$ cat src/rtl/fb_fill_engine.sv
// Rectangle fill engine: a 4-register Avalon slave programs a constant-colour
// fill, issued as single-word Avalon master writes, one pixel per accepted transfer.
module fb_fill_engine #(
  parameter int STRIDE_BYTES = 2560
) (
  input  logic        clk,
  input  logic        reset,
  input  logic [1:0]  slave_address,
  input  logic        slave_read_en,
  input  logic        slave_write_en,
  output logic [31:0] slave_read_data,
  input  logic [31:0] slave_write_data,
  output logic [31:0] master_address,
  output logic        master_write,
  output logic [31:0] master_write_data,
  input  logic        master_wait_request
);
  localparam logic [31:0] STRIDE = 32'(STRIDE_BYTES);

  typedef enum logic [1:0] {S_IDLE, S_WRITE, S_FINISH} state_t;

  state_t      state;
  logic [31:0] dest_r, size_r, color_r, row_addr;
  logic [15:0] x, y, w_lat, h_lat;
  logic        done, busy, start, ctrl_rd, accept;

  assign busy    = (state != S_IDLE);
  assign start   = slave_write_en && (slave_address == 2'd0) && slave_write_data[0];
  assign ctrl_rd = slave_read_en && (slave_address == 2'd0);
  assign accept  = master_write && !master_wait_request;

  always_comb begin
    slave_read_data = 32'd0;
    if (slave_read_en) begin
      case (slave_address)
        2'd0: slave_read_data = {30'd0, done, busy};
        2'd1: slave_read_data = dest_r;
        2'd2: slave_read_data = size_r;
        2'd3: slave_read_data = color_r;
        default: slave_read_data = 32'd0;
      endcase
    end
  end

  always_ff @(posedge clk) begin
    if (reset) begin
      state             <= S_IDLE;
      dest_r            <= '0;
      size_r            <= '0;
      color_r           <= '0;
      row_addr          <= '0;
      x                 <= '0;
      y                 <= '0;
      w_lat             <= '0;
      h_lat             <= '0;
      done              <= 1'b0;
      master_write      <= 1'b0;
      master_address    <= '0;
      master_write_data <= '0;
    end else begin
      if (slave_write_en) begin
        case (slave_address)
          2'd1: dest_r  <= slave_write_data;
          2'd2: size_r  <= slave_write_data;
          2'd3: color_r <= slave_write_data;
          default: ;
        endcase
      end
      if (ctrl_rd) done <= 1'b0;

      case (state)
        S_IDLE: begin
          if (start) begin
            done <= 1'b0;
            if (size_r[15:0] == 16'd0 || size_r[31:16] == 16'd0) begin
              state <= S_FINISH;
            end else begin
              w_lat             <= size_r[15:0];
              h_lat             <= size_r[31:16];
              row_addr          <= dest_r;
              master_address    <= dest_r;
              master_write_data <= color_r;
              master_write      <= 1'b1;
              x                 <= '0;
              y                 <= '0;
              state             <= S_WRITE;
            end
          end
        end
        S_WRITE: begin
          if (accept) begin
            if (x != w_lat - 16'd1) begin
              x              <= x + 16'd1;
              master_address <= master_address + 32'd4;
            end else if (y != h_lat - 16'd1) begin
              // next row starts from the row base, not from the last pixel
              x              <= '0;
              y              <= y + 16'd1;
              row_addr       <= row_addr + STRIDE;
              master_address <= row_addr + STRIDE;
            end else begin
              master_write <= 1'b0;
              state        <= S_FINISH;
            end
          end
        end
        S_FINISH: begin
          done  <= 1'b1;
          state <= S_IDLE;
        end
        default: state <= S_IDLE;
      endcase
    end
  end
endmodule

$ cat config.mk
export PLATFORM = sky130hd
export DESIGN_NAME = fb_fill_engine
export DESIGN_NICKNAME = d
export VERILOG_FILES = /design/src/rtl/fb_fill_engine.sv
export SDC_FILE = /design/constraint.sdc
export NUM_CORES = 1
export LEC_CHECK = 0
export CELL_PAD_IN_SITES_DETAIL_PLACEMENT = 1
export CELL_PAD_IN_SITES_GLOBAL_PLACEMENT = 1
export CORE_ASPECT_RATIO = 1.5
export CORE_MARGIN = 1.5
export CORE_UTILIZATION = 45
export DETAILED_ROUTE_END_ITERATION = 8
export PLACE_DENSITY = 0.89
export SLEW_MARGIN = 20
export SYNTH_ARGS = -nofsm -noshare
export SYNTH_HDL_FRONTEND = slang
export SYNTH_SLANG_ARGS = --single-unit
$ cat constraint.sdc
create_clock -name clk -period 6.65 [get_ports clk]
set_clock_uncertainty 0.05 [all_clocks]
set_input_delay 1.33 -clock clk [delete_from_list [all_inputs] [get_ports clk]]
set_output_delay 1.33 -clock clk [all_outputs]
set_load 0.05 [all_outputs]
# Word level (Yosys, flattened, before mapping)
# Index checks and enable logic that the tools add are counted.
# word_totals
ff_bits	260
latch_bits	0
ram_bits	0
mem_bits_ro	0
input_bits	39
wordCells	90
mem_count	0
# classes
add_sub_neg	6
multipliers	0
div_mod_pow	0
n_lt_le_gt_ge	0
n_eq_ne	14
shift	0
n_mux	36
bitwise	1
reduce_logical	20
# ops
op	n
$mux 32	8
$mux 16	8
$pmux 32 s2	2
$pmux 32 s4	1
$pmux 16 s2	2
$add 16x1->16 const B	2
$add 32x12->32 const B	1
$add 32x3->32 const B	1
$logic_not 16->1	2
$ne 16x16->1	2
$sub 16x1->16 const B	2
$ne 2x2->1 const B	6
$reduce_and 6->1	2
$mux 2	5
$mux 1	7
$eq 2x2->1 const B	3
$reduce_and 2->1	3
$reduce_and 5->1	1
$eq 2x1->1 const B	2
$logic_and 1x1->1	4
$logic_not 2->1	2
$pmux 1 s2	2
$pmux 2 s2	1
$reduce_and 4->1	1
other kinds (6)	7

# Logic depth before layout (Yosys ltp)
# Gate-level depths: netlist (run 1).
# logic_depth
depth_word	6
depth_mapped	13
ltp_nobuf	10

# Least setup slack after synthesis (run 1)
# Ideal clock, no wire load.
# synth_path
kind	input-to-output
startpoint	input slave_address[0]
endpoint	output slave_read_data[10]
arrival_time_ns	2.990
path_slack_ns	2.280
stages	5
path_buffers	2
path_cell_list	clkbuf_1 -> buf_1 -> mux2_2 -> a22oi_1 -> nor2b_1
# synth_between
elab_chain_cells	3
# synth_lines
element	line	source
start, declared	8	input logic [1:0] slave_address,
$eq 2x2->1 (tied with other cells)	35	case (slave_address)
$pmux 32 s4 (*)	35	
$mux 32 (*)	34	if (slave_read_en) begin
end, declared	11	output logic [31:0] slave_read_data,
# Every way passes the cells marked *; elsewhere a longest branch is shown, timed or not.

# Worst setup path after layout (run 1)
# layout_path
startpoint	input slave_address[0]
endpoint	output slave_read_data[20]
# Same word-level chain as after synthesis.

==> flow_summary_export.csv, run 1 <==
group,metric,value,unit
grt,overflow,0,
run_status,outcome,"finished clean",
routing,ant_nets,0,
synth,syn_area_per_cell,7.69,µm²
synth,netlist_area,0.0134,mm²
place,io_buffers,135,
critical_path,crit_top_cell,"clkdlybuf4s50_1",
sta,setup_viol,0,
critical_path,crit_chain,"clkdlybuf4s50_1 > nor2b_2 > buf_4 > a22oi_1 > nor2b_1 > clkdlybuf4s50_1",
routing,totalWireLength,48200,µm
synth,synth_edf_count,0,
sta,tightest_slew,1.09,ns
cts,postCtsSetupRepairBufs,0,
grt,grt_max_degree,90,
final_layout,most-common-layout-cells,"nand2_1 (432), dfxtp_1 (260), a21oi_1 (225)",
cts,cts_tree,"done",
cts,cts.sinks,260,
hold_path,hp-class,"reg -> reg",
cts,cts.clk_slew.worst_paths,0.06,ns
die,core-area,0.0294,mm²
sta,hold_violations,0,
routing,via_per_inst,6.12,
die,dieArea,0.0309,mm²
grt,grt_use_met1,0.383,
cts,cts_max_path_buffers,3,
final_layout,num-fill-cells,3616,
sta,finalSetupTns,0,ns
routing,drt_iter0_drc,869,
sta,fmax,187,MHz
critical_path,worstPathMaxFanout,18,
synth,synth-seq-area-share,0.388,
final_layout,fin_area,0.0158,mm²
routing,drc,0,
die,row_count,77,
final_layout,drive_above_1_share,0.0686,
sta,max_slew_margin,0.268,
sta,finalCritPeriodShare,0.806,
cts,cts-resized-gates,0,
final_layout,syn_to_final_growth,17.4,%
grt,busiest_layer,"met2",
synth,synth_seq_cells,260,
final_layout,nNetsFinal,1850,
die,ios,136,
cts,cts_hold_buf,0,
place,gp_congestion,0.908,
cts,insertion_delay,0.56,ns
critical_path,slowest_stage,"clkdlybuf4s50_1",
sta,drv_slew,0,
sta,rsz0062_at_grt,"no",
final_layout,diodes,0,
power_and_ir_drop,leakagePower,5.11,nW
synth,yosys_warnings,0,
cts,cts_root_buffer,"clkbuf_16",
cts,htree_levels,1,
routing,first_pass_iters,5,
critical_path,critical_path_class,"in -> out",
sta,period_needed,5.36,ns
critical_path,crit_family,"buffers and inverters",
synth,syn_inst,1746,
power_and_ir_drop,powerDensity,213,mW/mm²
synth,ys_types,77,
cts,numCtsBuffers,26,
critical_path,crit_buf_inv,3,
routing,wl_per_cell,21.7,µm
place,hpwlAfterDp,34200,µm
final_layout,mostFrequentLayoutCell,"nand2_1",
die,fp.dieH,215,µm
synth,synth_fp_nets,1791,
critical_path,crit_arrival,3.98,ns
critical_path,start_kind,"primary input",
die,fp.dieW,144,µm
routing,vias,13600,
synth,synth_flop_cell,"dfxtp_1",
grt,grt_pass1_wl,76300,µm
grt,grtUsageMet3,0.0364,
grt,antenna_found_initial,0,
critical_path,end_kind,"output port",
power_and_ir_drop,irDropWorstVdd,172,µV
critical_path,max_stage_delay,0.84,ns
grt,first_global_vias,13800,
grt,met2_usage,0.521,
synth,ys_async_sr_fraction,0,
critical_path,worst_ep_required_time,5.27,ns
place,dpl_cell_area,0.0150,mm²
flow_run,maxCapViolations,0,
grt,track_usage,0.311,
die,start_util,0.457,
==> power breakdown <==
group | switching [mW] | total (mW) | leakage [nW] | internal, mW
clock network | 0.640 | 1.40 | 0.382 | 0.757
registers | 0.0497 | 1.64 | 2.10 | 1.59
logic | 0.211 | 0.319 | 2.63 | 0.108
==> logic make-up (layout without fill, tap and decap cells) <==
group | count (synthesis) | count (layout) | share of synthesized area
buffers and inverters | 143 | 219 | 0.0424
xor gates and xnor gates | 87 | 87 | 0.0567
adders and majority gates | 6 | 6 | 0.00559
muxes | 38 | 38 | 0.0332
and+or+nand+nor | 779 | 779 | 0.269
AOI/OAI and AO/OA | 433 | 433 | 0.206
DFF | 260 | 260 | 0.388
==> metal layers <==
metal,up-vias,share of wire
met5,-,0
met3,142,0.049
met1,6694,0.40
met2,461,0.49
li1,6275,-
met4,0,0.061
==> path summary, 6_finish.rpt <==
check                         from                    end  slack (ns)  cells after the start
max               slave_address[0]    slave_read_data[20]        1.29                      6
min          master_write_data[30]  master_write_data[30]        0.40                      2
max reg2reg               w_lat[2]                  y[10]        2.34                      9
min reg2reg  master_write_data[30]  master_write_data[30]        0.40                      2
==> through the flow <==
| step | worst slack (ns) | utilization | hold slack, ns | std cells | total power [mW] |
|---|---|---|---|---|---|
| global route | 1.17 | 0.536 | 0.423 | 2217 | 3.45 |
| detailed placement | 1.35 | 0.510 | 0.399 | 2172 | 1.98 |
| floorplan | 2.28 | - | 0.381 | 1746 | 1.86 |
| finish | 1.29 | 0.536 | 0.404 | 2217 | 3.36 |
| CTS | 1.31 | 0.536 | 0.408 | 2217 | 3.37 |
| global placement | 1.46 | 0.510 | 0.394 | 2172 | 1.97 |
==> sequential cells by signal (all words and copies together), names as in the netlist <==
name and count:
done 1, y 16, master_write 1, state 2, dest_r 32, h_lat 16, x 16, row_addr 32
master_write_data 32, master_address 32, color_r 32, w_lat 16, size_r 32
==> cell type report <==
| cell class | instances | area (µm²) | area share |
|---|---|---|---|
| Multi-Input combinational cell | 1343 | 7690 | 0.488 |
| Tap cell | 395 | 494 | 0.0314 |
| Clock inverter | 9 | 68.8 | 0.00437 |
| Timing Repair Buffer | 156 | 1520 | 0.0963 |
| Inverter | 18 | 67.6 | 0.00429 |
| Sequential cell | 260 | 5200 | 0.330 |
| Clock buffer | 36 | 718 | 0.0456 |
==> tightest hold or removal path, stage by stage, from the launching register on <==
cell and delay (ns):
dfxtp_1 0.31, nand2_1 0.05, a21oi_1 0.05
==> synthesized netlist by cell type, types with 3 or more instances <==
library cell	instances	area, µm²
nor2_1	88	330
o21a_1	3	22.5
o211ai_1	25	188
a211oi_1	22	165
nand4b_1	3	26.3
dfxtp_1	260	5200
o31a_1	7	61.3
a21oi_1	225	1130
o41ai_1	4	35.0
ha_1	6	75.1
and3_1	11	68.8
nand2_1	434	1630
nor3b_1	4	30.0
a311oi_1	23	201
buf_2	11	55.1
nor4b_1	3	26.3
nor2b_1	34	213
inv_1	18	67.6
xnor2_1	53	464
nor3_1	19	95.1
o2111ai_1	3	26.3
o21ai_0	26	130
clkbuf_1	108	405
and2_1	9	56.3
o31ai_1	19	143
or3_1	12	75.1
a21o_1	5	37.5
mux2_2	32	360
or2_2	6	37.5
or3b_2	3	26.3
buf_1	3	11.3
nor4_1	22	138
a211o_1	3	26.3
xor2_1	34	298
mux2i_1	4	40.0
nand4_1	25	156
nand3b_1	4	30.0
nand3_1	46	230
nand2b_1	20	125
a22oi_1	30	225
o32ai_1	9	78.8
and4_1	7	61.3
or4_1	19	143
No activity file was read; power rests on OpenSTA's default activity.
==> inputs of run 2 (changes only) <==
--- a/config.mk
+++ b/config.mk
@@ -9,9 +9,9 @@
 export CELL_PAD_IN_SITES_GLOBAL_PLACEMENT = 1
 export CORE_ASPECT_RATIO = 1.5
 export CORE_MARGIN = 1.5
-export CORE_UTILIZATION = 45
+export CORE_UTILIZATION = 43
 export DETAILED_ROUTE_END_ITERATION = 8
-export PLACE_DENSITY = 0.89
+export PLACE_DENSITY = 0.86
 export SLEW_MARGIN = 20
 export SYNTH_ARGS = -nofsm -noshare
 export SYNTH_HDL_FRONTEND = slang
==> constraint.sdc (replaced) <==
create_clock -name clk -period 5.1 [get_ports clk]
set_clock_uncertainty 0.05 [all_clocks]
set_input_delay 1.02 -clock clk [delete_from_list [all_inputs] [get_ports clk]]
set_output_delay 1.02 -clock clk [all_outputs]
set_load 0.05 [all_outputs]
==> run 2 against run 1 <==
  * Sequential cell count stayed put
  * Clock-buffer cell count is 2 lower
  * Cell count is 0.72% higher
  * Sequential power is 30% higher
  * Worst hold slack hardly changed
  * Via count is 1.3% lower
  * Critical path depth is 1 higher
  * First-iteration DRC count is 13% lower
  * Die area is 4.6% higher
  * Highest routed layer unchanged
  * Total power is 40% higher
  * Sequential share of layout area is 0.98 points lower
==> flow_summary_export.csv, run 2 (synthesis results as in run 1) <==
group,metric,value,unit
critical_path,crit_arrival,3.27,ns
routing,wl_per_cell,21.1,µm
sta,tightest_slew,1.01,ns
cts,postCtsSetupRepairBufs,0,
critical_path,worstPathMaxFanout,38,
critical_path,critical_path_class,"in -> out",
routing,ant_nets,0,
final_layout,most-common-layout-cells,"nand2_1 (432), dfxtp_1 (260), a21oi_1 (225)",
final_layout,syn_to_final_growth,21.0,%
die,start_util,0.435,
cts,cts_root_buffer,"clkbuf_16",
sta,finalSetupTns,0,ns
sta,period_needed,4.34,ns
cts,cts.clk_slew.worst_paths,0.06,ns
sta,setup_viol,0,
cts,cts_hold_buf,0,
hold_path,hold_depth,2,
die,fp.dieH,219,µm
cts,insertion_delay,0.55,ns
power_and_ir_drop,p_total,4.70,mW
power_and_ir_drop,powerDensity,289,mW/mm²
sta,fmax,231,MHz
routing,drc,0,
flow_run,maxCapViolations,0,
die,dieArea,0.0323,mm²
die,row_count,79,
grt,track_usage,0.289,
die,ios,136,
cts,htree_levels,1,
cts,cts.sinks,260,
sta,rsz0062_at_grt,"no",
power_and_ir_drop,irDropWorstVdd,214,µV
place,io_buffers,135,
routing,vias,13400,
final_layout,diodes,0,
grt,grt_pass1_wl,75000,µm
place,hpwlAfterDp,33900,µm
routing,first_pass_iters,5,
critical_path,end_kind,"output port",
hold_path,hp-class,"reg -> reg",
sta,finalCritPeriodShare,0.850,
final_layout,drive_above_1_share,0.0903,
routing,drt_iter0_drc,756,
final_layout,mostFrequentLayoutCell,"nand2_1",
sta,max_slew_margin,0.327,
grt,first_global_vias,13700,
grt,overflow,0,
critical_path,worst_ep_required_time,4.03,ns
final_layout,fin_util,0.527,
run_status,outcome,"finished clean",
die,fp.dieW,147,µm
grt,grt_max_degree,94,
sta,drv_slew,0,
critical_path,reg2regPathDepth,11,
critical_path,start_kind,"primary input",
routing,via_per_inst,6.00,
cts,cts_max_path_buffers,3,
cts,numCtsBuffers,26,
routing,totalWireLength,47200,µm
die,core-area,0.0308,mm²
power_and_ir_drop,leakagePower,5.35,nW
cts,cts_tree,"done",
grt,antenna_found_initial,0,
cts,cts-resized-gates,0,
final_layout,nNetsFinal,1854,
sta,hold_violations,0,
place,gp_congestion,0.945,
-- run 2: changes by cell type in the layout (fill, tap and decap cells not counted), sizes merged --
cell           delta
inv               -1
bufinv            +5
clkdlybuf4s50    -30
clkbuf            -2
buf              +34
-- run 2: worst max-delay path, stage by stage --
cell	delay, ns
clkdlybuf4s50_1	0.47
buf_4	0.48
nor2b_2	0.24
buf_4	0.38
a22oi_1	0.17
nor2b_1	0.28
buf_12	0.18
-- run 2: final cells by class --
type                    count  area (µm²)
well taps                 405         507
repair buffers            160        1840
flip-flops and latches    260        5200
inverters                  18        67.6
clock buffers              34         742
clock inverters            13         199
fillers                  3778       14600
multi-input cells        1343        7690
-- run 2: per-layer routing --
layer  vias up  routed length, µm  track usage
met4         0               1500        0.107
li1       6276                  -            -
met2       374              24100        0.526
met1      6660              19300        0.346
met3        82               2280       0.0316
met5         -                  0            0
-- run 2: per-stage QoR --
stage	worst slack (ns)	instance area [µm²]	instances	hold WS, ns
detailed placement	0.847	15300	2186	0.400
floorplan	1.35	13400	1746	0.381
CTS	0.792	16200	2233	0.408
global placement	0.922	15300	2186	0.394
finish	0.764	16200	2233	0.404
global route	0.697	16200	2233	0.427
-- run 2: final timing paths --
| check | start | endpoint | slack [ns] |
|---|---|---|---|
| worst max-delay path | slave_address[0] | slave_read_data[22] | 0.76 |
| worst min-delay path | master_write_data[27] | master_write_data[27] | 0.40 |
| worst min register to register | master_write_data[27] | master_write_data[27] | 0.40 |
| worst max register to register | h_lat[0] | master_address[31] | 0.94 |
-- run 2: power breakdown --
| part | switching, mW | internal, mW | total, mW |
|---|---|---|---|
| clock | 0.859 | 1.28 | 2.14 |
| sequential | 0.0594 | 2.07 | 2.13 |
| combinational | 0.279 | 0.150 | 0.429 |
| total | 1.20 | 3.50 | 4.70 |
==> inputs of run 3 (changes only) <==
--- a/config.mk
+++ b/config.mk
@@ -9,10 +9,12 @@
 export CELL_PAD_IN_SITES_GLOBAL_PLACEMENT = 1
 export CORE_ASPECT_RATIO = 1.5
 export CORE_MARGIN = 1.5
-export CORE_UTILIZATION = 43
+export CORE_UTILIZATION = 45
 export DETAILED_ROUTE_END_ITERATION = 8
-export PLACE_DENSITY = 0.86
+export DONT_BUFFER_PORTS = 1
+export PLACE_DENSITY = 0.82
 export SLEW_MARGIN = 20
 export SYNTH_ARGS = -nofsm -noshare
 export SYNTH_HDL_FRONTEND = slang
 export SYNTH_SLANG_ARGS = --single-unit
+export TNS_END_PERCENT = 5
==> run 3 against run 2 <==
  * Sequential cell count unchanged
  * Worst hold slack worse by 0.0020 ns
  * Critical path depth down 3
  * Non-clock buffer count down 142
  * Global-route usage about the same
  * Highest routed layer unchanged
==> flow_summary_export.csv, run 3 (synthesis results as in run 1) <==
group,metric,value,unit
die,start_util,0.457,
critical_path,crit_chain,"nor2b_2 > buf_4 > a22oi_1 > nor2b_1",
critical_path,critical_path_class,"in -> out",
critical_path,r2r_slack,1.20,ns
sta,tightest_slew,1.11,ns
cts,cts_max_path_buffers,3,
critical_path,worstPathMaxFanout,39,
routing,totalWireLength,44800,µm
cts,postCtsSetupRepairBufs,0,
flow_run,maxCapViolations,0,
grt,busiest_layer,"met2",
final_layout,fin_area,0.0145,mm²
routing,wl_per_cell,21.5,µm
run_status,outcome,"finished clean",
sta,drv_slew,0,
place,dpl_cell_area,0.0136,mm²
critical_path,start_kind,"primary input",
critical_path,worstReg2RegEnd,"y[9]",
power_and_ir_drop,power.switching,1.11,mW
grt,track_usage,0.289,
die,row_count,77,
sta,setup_viol,0,
critical_path,rr_startpoint,"w_lat[0]",
hold_path,hp-start,"row_addr[7]",
grt,grtUsageMet3,0.0333,
power_and_ir_drop,clock_power_share,0.451,
critical_path,max_stage_delay,0.82,ns
cts,htree_levels,1,
routing,drc,0,
power_and_ir_drop,power_switching_share,0.251,
sta,rsz0062_at_grt,"no",
cts,insertion_delay,0.56,ns
critical_path,end_kind,"output port",
sta,finalSetupTns,0,ns
critical_path,crit_family,"simple AND/OR/NAND/NOR gates",
grt,antenna_found_initial,0,
power_and_ir_drop,seq_power_share,0.493,
cts,cts_root_buffer,"clkbuf_16",
final_layout,nNetsFinal,1712,
place,hpwlAfterDp,31600,µm
cts,cts.sinks,260,
critical_path,reg2regPathDepth,11,
grt,grt_pass1_wl,71200,µm
sta,whs,0.402,ns
hold_path,hp-class,"reg -> reg",
final_layout,diodes,0,
power_and_ir_drop,powerDensity,305,mW/mm²
final_layout,syn_to_final_growth,7.84,%
cts,cts.clk_slew.worst_paths,0.06,ns
routing,via_per_inst,6.09,
die,ios,136,
cts,cts_hold_buf,0,
final_layout,drive_above_1_share,0.0730,
die,fp.dieH,215,µm
cts,cts_tree,"done",
routing,first_pass_iters,5,
grt,met2_usage,0.501,
sta,max_slew_margin,0.259,
grt,first_global_vias,13000,
critical_path,crit_arrival,2.84,ns
sta,fmax,256,MHz
place,gp_congestion,0.890,
final_layout,mostFrequentLayoutCell,"nand2_1",
grt,overflow,0,
routing,drt_iter0_drc,630,
power_and_ir_drop,comb_power_share,0.056,
power_and_ir_drop,p_int,3.30,mW
grt,grt_use_met1,0.367,
place,io_buffers,0,
grt,grt_max_degree,248,
sta,hold_violations,0,
routing,ant_nets,0,
sta,finalCritPeriodShare,0.766,
die,fp.dieW,144,µm
critical_path,crit_buf_inv,1,
final_layout,most-common-layout-cells,"nand2_1 (432), dfxtp_1 (260), a21oi_1 (225)",
hold_path,hold_depth,2,
cts,cts-resized-gates,0,
hold_path,hold_end,"row_addr[7]",
critical_path,slowest_stage,"nor2b_1",
sta,period_needed,3.91,ns
die,core-area,0.0294,mm²
power_and_ir_drop,leakagePower,4.65,nW
cts,numCtsBuffers,26,
power_and_ir_drop,irDropWorstVdd,214,µV
routing,vias,12700,
critical_path,worst_ep_required_time,4.03,ns
die,dieArea,0.0309,mm²
run 3: worst reg2reg max path, stage by stage (launching register included):
cell and delay (ns):
dfxtp_1 0.36, inv_1 0.08, ha_1 0.24, or4b_1 0.57, nor4_4 0.31, xnor2_1 0.15
a211oi_4 0.41, o2111ai_4 0.28, a21o_1 0.39, buf_4 0.31, or4_1 0.56, a21oi_1 0.16
run 3: layout make-up:
type,count,area (µm²)
Clock buffer,38,766
Clock inverter,9,115
Fill cell,3644,14900
Inverter,18,67.6
Multi-Input combinational cell,1343,7700
Sequential cell,260,5200
Tap cell,395,494
Timing Repair Buffer,18,135
run 3: metal layers:
| layer | part of all wire | wire length (µm) | vias up |
|---|---|---|---|
| met1 | 0.42 | 18800 | 6296 |
| li1 | - | - | 5994 |
| met3 | 0.047 | 2120 | 77 |
| met2 | 0.50 | 22500 | 314 |
| met5 | 0 | 0 | - |
| met4 | 0.032 | 1450 | 0 |
run 3: worst max path at each step:
stage	start	slack, ns	endpoint	cells after the start
floorplan	slave_address[0]	1.35	slave_read_data[10]	5
global placement	w_lat[0]	1.11	master_address[31]	11
detailed placement	slave_address[0]	1.20	slave_read_data[14]	4
CTS	slave_address[0]	1.18	slave_read_data[14]	4
global route	w_lat[3]	0.94	master_address[26]	9
finish	slave_address[0]	1.19	slave_read_data[14]	4
run 3: stage by stage:
step | power [mW] | std cells | util | setup slack, ns
global route | 4.55 | 2081 | 0.493 | 0.945
detailed placement | 2.46 | 2034 | 0.463 | 1.20
floorplan | 2.42 | 1746 | - | 1.35
global placement | 2.46 | 2034 | 0.463 | 1.11
finish | 4.41 | 2081 | 0.493 | 1.19
CTS | 4.44 | 2081 | 0.493 | 1.18
run 3: power by group through the flow:
stage	sequential [mW]	combinational (mW)	clock [mW]
after global placement	2.22	0.239	0
final	2.17	0.249	1.99
after floorplan	2.19	0.230	0
after CTS	2.17	0.249	2.02
after detailed placement	2.22	0.246	0
after global routing	2.18	0.274	2.09
